File: src/rtl/idu_is_lsiq_ctrl_pkg.sv
// Shared LSIQ sizing and issue-payload field layout for the load/store issue queue control slice.
package idu_is_lsiq_ctrl_pkg;

    localparam int LSIQ_ENTRY_NUM = 8;
    localparam int LSIQ_PAYLOAD_W = 160;

    localparam int LSIQ_IID_OFS    = 0;
    localparam int LSIQ_OPCODE_OFS = 7;
    localparam int LSIQ_FUNCT7_OFS = 14;
    localparam int LSIQ_FUNCT3_OFS = 21;
    localparam int LSIQ_PSRC1_OFS  = 24;
    localparam int LSIQ_PSRC2_OFS  = 31;
    localparam int LSIQ_PDST_OFS   = 38;
    localparam int LSIQ_IMM_OFS    = 45;
    localparam int LSIQ_PC_OFS     = 77;

    // Field order mirrors the *_OFS constants, LSB (iid) last.
    typedef struct packed {
        logic [18:0] rsvd;
        logic [63:0] pc;
        logic [31:0] imm;
        logic [6:0]  pdst;
        logic [6:0]  psrc2;
        logic [6:0]  psrc1;
        logic [2:0]  funct3;
        logic [6:0]  funct7;
        logic [6:0]  opcode;
        logic [6:0]  iid;
    } lsiq_payload_t;

endpackage

File: src/rtl/idu_is_lsiq_ctrl_if.sv
// Dispatch, entry-array and LSU-side signals of the LSIQ controller bundled as one interface.
interface idu_is_lsiq_ctrl_if
    import idu_is_lsiq_ctrl_pkg::*;
#(
    parameter int ENTRY_NUM = LSIQ_ENTRY_NUM,
    parameter int PAYLOAD_W = LSIQ_PAYLOAD_W
);
    logic                           rtu_global_flush;
    logic                           dp_lsiq_create;
    logic                           lsiq_dp_full;
    logic [ENTRY_NUM-1:0]           create_sel;
    logic [ENTRY_NUM-1:0]           entry_vld;
    logic [ENTRY_NUM-1:0]           entry_ready;
    logic [ENTRY_NUM*PAYLOAD_W-1:0] entry_payload;
    logic [ENTRY_NUM-1:0]           issue_sel;
    logic                           lsiq_lsu_vld;
    logic [PAYLOAD_W-1:0]           lsiq_lsu_payload;
    logic                           lsu_lsiq_rdy;

    // The controller is the slave; dispatch, entries and LSU together form the master side.
    modport slave (
        input  rtu_global_flush, dp_lsiq_create, entry_vld, entry_ready, entry_payload, lsu_lsiq_rdy,
        output lsiq_dp_full, create_sel, issue_sel, lsiq_lsu_vld, lsiq_lsu_payload
    );

    modport master (
        output rtu_global_flush, dp_lsiq_create, entry_vld, entry_ready, entry_payload, lsu_lsiq_rdy,
        input  lsiq_dp_full, create_sel, issue_sel, lsiq_lsu_vld, lsiq_lsu_payload
    );

endinterface

File: src/rtl/idu_is_lsiq_age_matrix.sv
// NxN age matrix for the LSIQ: age_q[i][j]=1 means entry j is older than entry i; picks the oldest candidate.
module idu_is_lsiq_age_matrix #(
    parameter int ENTRY_NUM = 8,
    parameter int INORDER   = 0
) (
    input  logic                 clk,
    input  logic                 rst_clk,
    input  logic                 flush_i,
    input  logic [ENTRY_NUM-1:0] create_sel_i,
    input  logic [ENTRY_NUM-1:0] entry_vld_i,
    input  logic [ENTRY_NUM-1:0] ready_i,
    output logic [ENTRY_NUM-1:0] pick_o
);

    logic [ENTRY_NUM-1:0][ENTRY_NUM-1:0] age_q;
    logic [ENTRY_NUM-1:0][ENTRY_NUM-1:0] age_d;
    logic [ENTRY_NUM-1:0]                oldest_vld;
    logic [ENTRY_NUM-1:0]                cand;

    // A new entry is younger than everything valid now; nobody is younger than it yet.
    always_comb begin
        age_d = age_q;
        if (flush_i) begin
            age_d = '0;
        end else begin
            for (int i = 0; i < ENTRY_NUM; i++) begin
                for (int j = 0; j < ENTRY_NUM; j++) begin
                    if (create_sel_i[i]) begin
                        age_d[i][j] = entry_vld_i[j];
                    end else if (create_sel_i[j]) begin
                        age_d[i][j] = 1'b0;
                    end
                end
            end
        end
    end

    always_ff @(posedge clk or posedge rst_clk) begin
        if (rst_clk) begin
            age_q <= '0;
        end else begin
            age_q <= age_d;
        end
    end

    // Stale bits of issued/invalid entries are harmless because every row is masked here.
    always_comb begin
        oldest_vld = '0;
        pick_o     = '0;
        for (int i = 0; i < ENTRY_NUM; i++) begin
            oldest_vld[i] = entry_vld_i[i] & ~|(age_q[i] & entry_vld_i);
        end
        cand = (INORDER != 0) ? (ready_i & oldest_vld) : ready_i;
        for (int i = 0; i < ENTRY_NUM; i++) begin
            pick_o[i] = cand[i] & ~|(age_q[i] & cand);
        end
    end

endmodule

File: src/rtl/idu_is_lsiq_ctrl.sv
// LSIQ control: free-entry allocation, oldest-ready issue select and the registered LSU issue stage.
module idu_is_lsiq_ctrl
    import idu_is_lsiq_ctrl_pkg::*;
#(
    parameter int ENTRY_NUM = LSIQ_ENTRY_NUM,
    parameter int PAYLOAD_W = LSIQ_PAYLOAD_W,
    parameter int INORDER   = 0
) (
    input  logic              clk,
    input  logic              rst_clk,
    idu_is_lsiq_ctrl_if.slave lsiq_if
);

    logic [ENTRY_NUM-1:0] free_vec;
    logic [ENTRY_NUM-1:0] create_first;
    logic [ENTRY_NUM-1:0] create_sel;
    logic [ENTRY_NUM-1:0] pick;
    logic [ENTRY_NUM-1:0] issue_sel;
    logic                 stage_free;
    logic [PAYLOAD_W-1:0] issue_payload;
    logic                 lsu_vld_d;
    logic                 lsu_vld_q;
    logic [PAYLOAD_W-1:0] lsu_payload_d;
    logic [PAYLOAD_W-1:0] lsu_payload_q;

    // Isolating the lowest set bit of the free vector gives the lowest-index free entry.
    assign free_vec     = ~lsiq_if.entry_vld;
    assign create_first = free_vec & (~free_vec + ENTRY_NUM'(1));
    assign create_sel   = create_first & {ENTRY_NUM{lsiq_if.dp_lsiq_create & ~lsiq_if.rtu_global_flush}};

    assign lsiq_if.lsiq_dp_full = &lsiq_if.entry_vld;
    assign lsiq_if.create_sel   = create_sel;

    idu_is_lsiq_age_matrix #(
        .ENTRY_NUM (ENTRY_NUM),
        .INORDER   (INORDER)
    ) u_age_matrix (
        .clk          (clk),
        .rst_clk      (rst_clk),
        .flush_i      (lsiq_if.rtu_global_flush),
        .create_sel_i (create_sel),
        .entry_vld_i  (lsiq_if.entry_vld),
        .ready_i      (lsiq_if.entry_ready),
        .pick_o       (pick)
    );

    assign stage_free = ~lsu_vld_q | lsiq_if.lsu_lsiq_rdy;
    assign issue_sel  = pick & {ENTRY_NUM{stage_free & ~lsiq_if.rtu_global_flush}};

    assign lsiq_if.issue_sel = issue_sel;

    always_comb begin
        issue_payload = '0;
        for (int i = 0; i < ENTRY_NUM; i++) begin
            issue_payload = issue_payload
                          | ({PAYLOAD_W{issue_sel[i]}} & lsiq_if.entry_payload[i*PAYLOAD_W +: PAYLOAD_W]);
        end
    end

    // Flush beats a same-cycle LSU accept; the payload only moves when a new entry is loaded.
    always_comb begin
        lsu_vld_d     = lsu_vld_q;
        lsu_payload_d = lsu_payload_q;
        if (lsiq_if.rtu_global_flush) begin
            lsu_vld_d = 1'b0;
        end else if (|issue_sel) begin
            lsu_vld_d     = 1'b1;
            lsu_payload_d = issue_payload;
        end else if (lsiq_if.lsu_lsiq_rdy) begin
            lsu_vld_d = 1'b0;
        end
    end

    always_ff @(posedge clk or posedge rst_clk) begin
        if (rst_clk) begin
            lsu_vld_q     <= 1'b0;
            lsu_payload_q <= '0;
        end else begin
            lsu_vld_q     <= lsu_vld_d;
            lsu_payload_q <= lsu_payload_d;
        end
    end

    assign lsiq_if.lsiq_lsu_vld     = lsu_vld_q;
    assign lsiq_if.lsiq_lsu_payload = lsu_payload_q;

`ifndef SYNTHESIS
    a_create_onehot : assert property (@(posedge clk) disable iff (rst_clk) $onehot0(create_sel));
    a_issue_onehot  : assert property (@(posedge clk) disable iff (rst_clk) $onehot0(issue_sel));
    a_create_free   : assert property (@(posedge clk) disable iff (rst_clk) ~|(create_sel & lsiq_if.entry_vld));
    a_no_full_create: assert property (@(posedge clk) disable iff (rst_clk)
                                       !(lsiq_if.dp_lsiq_create && lsiq_if.lsiq_dp_full));
`endif

endmodule

File: src/flat_wrapper.sv
// flat-port wrapper written by rule: the top's interface ports become plain ports
module idu_is_lsiq_ctrl_flat import idu_is_lsiq_ctrl_pkg::*;
#(
    parameter int ENTRY_NUM = LSIQ_ENTRY_NUM,
    parameter int PAYLOAD_W = LSIQ_PAYLOAD_W,
    parameter int INORDER   = 0
)
  (clk, rst_clk, lsiq_if_rtu_global_flush, lsiq_if_dp_lsiq_create, lsiq_if_entry_vld, lsiq_if_entry_ready, lsiq_if_entry_payload, lsiq_if_lsu_lsiq_rdy, lsiq_if_lsiq_dp_full, lsiq_if_create_sel, lsiq_if_issue_sel, lsiq_if_lsiq_lsu_vld, lsiq_if_lsiq_lsu_payload);
  idu_is_lsiq_ctrl_if #(.ENTRY_NUM(ENTRY_NUM), .PAYLOAD_W(PAYLOAD_W)) lsiq_if_i ();
  input  logic clk;
  input  logic rst_clk;
  input wire logic [$bits(lsiq_if_i.rtu_global_flush)-1:0] lsiq_if_rtu_global_flush;
  input wire logic [$bits(lsiq_if_i.dp_lsiq_create)-1:0] lsiq_if_dp_lsiq_create;
  input wire logic [$bits(lsiq_if_i.entry_vld)-1:0] lsiq_if_entry_vld;
  input wire logic [$bits(lsiq_if_i.entry_ready)-1:0] lsiq_if_entry_ready;
  input wire logic [$bits(lsiq_if_i.entry_payload)-1:0] lsiq_if_entry_payload;
  input wire logic [$bits(lsiq_if_i.lsu_lsiq_rdy)-1:0] lsiq_if_lsu_lsiq_rdy;
  output wire logic [$bits(lsiq_if_i.lsiq_dp_full)-1:0] lsiq_if_lsiq_dp_full;
  output wire logic [$bits(lsiq_if_i.create_sel)-1:0] lsiq_if_create_sel;
  output wire logic [$bits(lsiq_if_i.issue_sel)-1:0] lsiq_if_issue_sel;
  output wire logic [$bits(lsiq_if_i.lsiq_lsu_vld)-1:0] lsiq_if_lsiq_lsu_vld;
  output wire logic [$bits(lsiq_if_i.lsiq_lsu_payload)-1:0] lsiq_if_lsiq_lsu_payload;
  assign lsiq_if_i.rtu_global_flush = lsiq_if_rtu_global_flush;
  assign lsiq_if_i.dp_lsiq_create = lsiq_if_dp_lsiq_create;
  assign lsiq_if_i.entry_vld = lsiq_if_entry_vld;
  assign lsiq_if_i.entry_ready = lsiq_if_entry_ready;
  assign lsiq_if_i.entry_payload = lsiq_if_entry_payload;
  assign lsiq_if_i.lsu_lsiq_rdy = lsiq_if_lsu_lsiq_rdy;
  assign lsiq_if_lsiq_dp_full = lsiq_if_i.lsiq_dp_full;
  assign lsiq_if_create_sel = lsiq_if_i.create_sel;
  assign lsiq_if_issue_sel = lsiq_if_i.issue_sel;
  assign lsiq_if_lsiq_lsu_vld = lsiq_if_i.lsiq_lsu_vld;
  assign lsiq_if_lsiq_lsu_payload = lsiq_if_i.lsiq_lsu_payload;
  idu_is_lsiq_ctrl #(.ENTRY_NUM(ENTRY_NUM), .PAYLOAD_W(PAYLOAD_W), .INORDER(INORDER)) u_core (.clk(clk), .rst_clk(rst_clk), .lsiq_if(lsiq_if_i));
endmodule
File: config.mk
export PLATFORM = sky130hd
export DESIGN_NAME = idu_is_lsiq_ctrl_flat
export DESIGN_NICKNAME = d
export VERILOG_FILES = /design/src/rtl/idu_is_lsiq_ctrl_pkg.sv /design/src/rtl/idu_is_lsiq_ctrl_if.sv /design/src/rtl/idu_is_lsiq_age_matrix.sv /design/src/rtl/idu_is_lsiq_ctrl.sv /design/src/flat_wrapper.sv
export SDC_FILE = /design/constraint.sdc
export NUM_CORES = 1
export LEC_CHECK = 0
export CELL_PAD_IN_SITES_DETAIL_PLACEMENT = 2
export CELL_PAD_IN_SITES_GLOBAL_PLACEMENT = 2
export CORE_AREA = 2 2 584 586
export DETAILED_ROUTE_END_ITERATION = 10
export DIE_AREA = 0 0 586 588
export PLACE_DENSITY_LB_ADDON = 0.25
export SLEW_MARGIN = 20
export SYNTH_ARGS = -nofsm -noshare
export SYNTH_HDL_FRONTEND = slang
export SYNTH_SLANG_ARGS = --single-unit
File: constraint.sdc
create_clock -name clk -period 7.9 [get_ports clk]
set_input_delay 1.58 -clock clk [delete_from_list [all_inputs] [get_ports clk]]
set_output_delay 1.58 -clock clk [all_outputs]
set_load 0.005 [all_outputs]
==> Word level (Yosys, flattened, before mapping) <==
Cells that the tools add are included.
{ "word_totals": {"regBits": 225, "in_bits": 1301, "out_inout_bits": 178} }
{ "op_classes": {"addsub": 1, "n_mux": 76, "bitwise_logic": 41, "n_reduce_logical": 56} }
{ "ops": {"columns": ["op", "n"], "rows": [
  ["AND 160 bit", 8],
  ["OR 160 bit", 7],
  ["AND 8 bit", 11],
  ["nonzero test 3 bit", 29],
  ["two-way mux 1 bit", 75],
  ["OR reduction 8 bit", 9],
  ["two-way mux 64 bit", 1],
  ["inverter 8 bit", 2],
  ["nonzero test 2 bit", 8],
  ["AND 1 bit", 10],
  ["adder 8 x 1 -> 8 bit, second input constant", 1],
  ["logical NOT 1 bit", 8],
  ["AND reduction 8 bit", 1],
  ["inverter 1 bit", 2],
  ["AND reduction 2 bit", 1],
  ["OR 1 bit", 1]
]} }

==> Logic depth before layout (Yosys ltp) <==
{ "logic_depth": {"word_depth": 13, "mapped_depth": 11, "ltp_nobuf": 6} }

==> By module <==
A second synthesis with hierarchy kept.
{ "hier_totals": {"cells_unflattened": 1674, "hier_area_um2": 15361.0} }
{ "by_module_without_submodules": {"columns": ["module", "n_inst", "cells_per_inst", "area_per_inst_um2"], "rows": [
  ["idu_is_lsiq_ctrl", 1, 1336, 12155.4],
  ["idu_is_lsiq_age_matrix", 1, 338, 3205.6]
]} }

==> Worst setup path before layout <==
OpenSTA, ideal clock, no wires.
{ "synth_path": {"path_kind": "input to output", "start": "input lsiq_if_entry_ready[4]", "end": "output lsiq_if_issue_sel[7]", "arrival_time_ns": 2.920, "path_slack_ns": 3.400, "cell_stages": 6, "path_cell_list": "buf_2 > a22oi_1 > nand4b_1 > nor3_2 > clkbuf_1 > clkbuf_1"} }
{ "synth_between": {"elab_chain_cells": 5} }
{ "synth_lines": {"columns": ["element", "line_no", "rtl"], "rows": [
  ["start, declared", "flat_wrapper.sv:15", "input wire logic [$bits(lsiq_if_i.entry_ready)-1:0] lsiq_if_entry_ready;"],
  ["AND 8 bit", "idu_is_lsiq_age_matrix.sv:55", "pick_o[i] = cand[i] & ~|(age_q[i] & cand);"],
  ["OR reduction 8 bit", "idu_is_lsiq_age_matrix.sv:55", null],
  ["logical NOT 1 bit", "idu_is_lsiq_age_matrix.sv:55", null],
  ["AND 1 bit", "idu_is_lsiq_age_matrix.sv:55", null],
  ["AND 8 bit", "idu_is_lsiq_ctrl.sv:48", "assign issue_sel = pick & {ENTRY_NUM{stage_free & ~lsiq_if.rtu_global_flush}};"],
  ["end, declared", "flat_wrapper.sv:20", "output wire logic [$bits(lsiq_if_i.issue_sel)-1:0] lsiq_if_issue_sel;"]
]} }
Every way passes these cells.

==> Final worst setup path <==
{ "layout_path": {"start": "input lsiq_if_rtu_global_flush", "end": "output lsiq_if_issue_sel[0]"} }
{ "layout_between": {"elab_chain_cells": 3} }
{ "layout_lines": {"columns": ["element", "line_no", "rtl"], "rows": [
  ["start, declared", "flat_wrapper.sv:12", "input wire logic [$bits(lsiq_if_i.rtu_global_flush)-1:0] lsiq_if_rtu_global_flush;"],
  ["inverter 1 bit", "idu_is_lsiq_ctrl.sv:48", null],
  ["AND 1 bit", "idu_is_lsiq_ctrl.sv:48", null],
  ["AND 8 bit", "idu_is_lsiq_ctrl.sv:48", null]
]} }
Every way passes these cells.

==> flow_summary.ini <==
[synth]
syn_inst = 1610
synth_fp_nets = 2911
yosysWarnings = 0
synth-async-reset-ratio_pct = 100
synth_seq_area_share_pct = 37.2
ys_ff_latch = 225
synth-main-ff-cell = dfrtp_1
synth_edf_count = 0
syn-cell-area_mm2 = 0.0151
postSynthAreaPerCell_um2 = 9.40
synth_cell_types = 33

[global_route]
overflow = 0
grt_pass1_wl_um = 335000
grt_pass1_vias = 25400
grt.total_usage_pct = 15.6
antenna_found_initial = 223
grt_max_degree = 104

[sta]
tns_ps = 0
rsz0062_at_grt = false
setup_violations = 0
layout_min_cycle_time_ps = 6180
finalHoldViolations = 0
tightest_slew_ps = 1350
slew_headroom_pct = 9.82
fmax_mhz = 162
maxSlewViolCount = 0
finalClockSkew_ps = 49.4
holdWs_ps = 482
fin_crit_sh_pct = 78.3

[critical_path]
required_ps = 6320
worstSetupPathType = in -> out
arrival_ps = 4600
critPathLaunchType = input pin
critPathMaxFanout = 13
crit_path_end_kind = primary output

[cells_and_area]
final_nets = 4348
final_cell_mix = clkdlybuf4s50_1 (1478), a22o_1 (306), a221oi_1 (292)
area_delta_synth_final_pct = 149
fill_cells = 39600
final_common_cell = clkdlybuf4s50_1
drive_above_1_share_pct = 7.08
fin_util_pct = 11.1

[floorplan]
ios = 1479
core_mm2 = 0.338
initial_core_util_pct = 4.47
die_x_um = 586
placementRows = 214
dieArea_mm2 = 0.345
die_h_um = 588

[clocking]
cts_max_path_buffers = 3
clockRootBuffer = clkbuf_16
post_cts_resized = 0
insertion_delay_ps = 690
clk_pin_slew_worst_paths_ps = 60
cts_setup_buffers = 0
cts_tree = done
cts_sinks = 225
cts_max_level = 2
cts_hold_buf = 0
cts_buffers = 41

[pwr]
p_leak_nw = 12.5
peakVddDrop_v = 0.000158
p_per_area_mw_per_mm2 = 178

[status]
status = finished, final reports clean

[route]
drt-total-wl_um = 279000
drtAntennaViolNets = 0
routedWlPerCell_um = 36.3
drtIter0Drc = 1356
firstDrtPassIters = 5
routed-via-count = 24000
drc_errors = 0
vias_per_cell = 3.12

[flow_run]
drv_cap = 0

[placement]
portBuffers = 1478
gp_congestion = 0.860
hpwl_um = 243000

[worst_hold_path]
hold_class = reg -> reg
path summary, 6_finish.rpt:
kind / start / endpoint / slack, ps / cells past startpoint
max in group asynchronous: rst_clk / u_core.lsiq_if.lsiq_lsu_payload[8] / 5160 / 3
setup reg to reg: u_core.lsiq_if.lsiq_lsu_vld / u_core.lsiq_if.lsiq_lsu_payload[151] / 3620 / 8
hold / removal: u_core.u_age_matrix.age_q[25] / u_core.u_age_matrix.age_q[25] / 480 / 1
setup / recovery: lsiq_if_rtu_global_flush / lsiq_if_issue_sel[0] / 1720 / 5
min in group asynchronous: rst_clk / u_core.lsiq_if.lsiq_lsu_payload[40] / 1400 / 2
hold reg to reg: u_core.u_age_matrix.age_q[25] / u_core.u_age_matrix.age_q[25] / 480 / 1
cell families (layout without fill, tap and decap cells):
kind of cell           count (synthesis)  after routing  synth area share (%)
AOI/OAI and AO/OA                    862            862                  46.5
and+or+nand+nor                      312            312                  10.4
DFF                                  225            225                  37.2
buffers and inverters                211           1679                  5.95
other                                  0             80                     0
area by class of cell:
class | count | area (um2) | area share, %
Timing Repair Buffer | 1601 | 16000 | 42.4
Multi-Input combinational cell | 1174 | 8750 | 23.2
Tap cell | 4536 | 5680 | 15.1
Sequential cell | 225 | 5630 | 14.9
Clock buffer | 51 | 1110 | 2.96
Clock inverter | 23 | 305 | 0.810
Antenna cell | 80 | 200 | 0.531
Inverter | 4 | 22.5 | 0.0598
sequential cells by signal (all words and copies together), names as in the netlist:
name	count
u_core.lsiq_if.lsiq_lsu_payload	160
u_core.lsiq_if.lsiq_lsu_vld	1
u_core.u_age_matrix.age_q	64
per-stage QoR:
| stage | total power [mW] | instances | cell area, um2 | setup slack [ps] |
|---|---|---|---|---|
| 6_report | 6.72 | 7694 | 37700 | 1720 |
| 5_1_grt | 7.05 | 7634 | 37500 | 1650 |
| 4_1_cts | 6.95 | 7611 | 37400 | 1610 |
| 3_5_place_dp | 4.83 | 7537 | 36000 | 1580 |
| 3_3_place_gp | 4.81 | 7526 | 35900 | 1660 |
| 2_1_floorplan | 2.35 | 1610 | 15100 | 157 |
critical path: stages:
cell	delay, ps
clkdlybuf4s50_1	410
buf_4	190
nand2b_1	610
nor3_4	1090
clkdlybuf4s50_1	680
cell usage after synthesis (all sizes together), types with 15 or more instances:
master | instances | share of area, %
a22o | 306 | 18
a221oi | 304 | 18
nor3 | 169 | 5.8
o21ai | 15 | 0.50
nand2 | 87 | 2.2
a41oi | 16 | 0.93
buf | 46 | 1.9
clkbuf | 161 | 4.0
a31oi | 144 | 6.0
a22oi | 54 | 2.7
dfrtp | 225 | 37
a21o | 21 | 1.0
per-layer routing:
metal  up-vias  wire length [um]  share of wire (%)  track usage (%)
li1       9887                 -                  -                -
met1     12200            113000                 41             18.4
met2      1439            128000                 46             25.5
met3       360             28900                 10             6.74
met4       112              8550                3.1             4.06
met5         -               777               0.28                0
power by group:
| part | internal, mW | switching, mW | leakage [nW] |
|---|---|---|---|
| Sequential | 1.41 | 0.180 | 2.74 |
| Combinational | 1.45 | 1.67 | 9.03 |
| Clock | 1.15 | 0.866 | 0.686 |
Power figures use the tool's default switching activity.
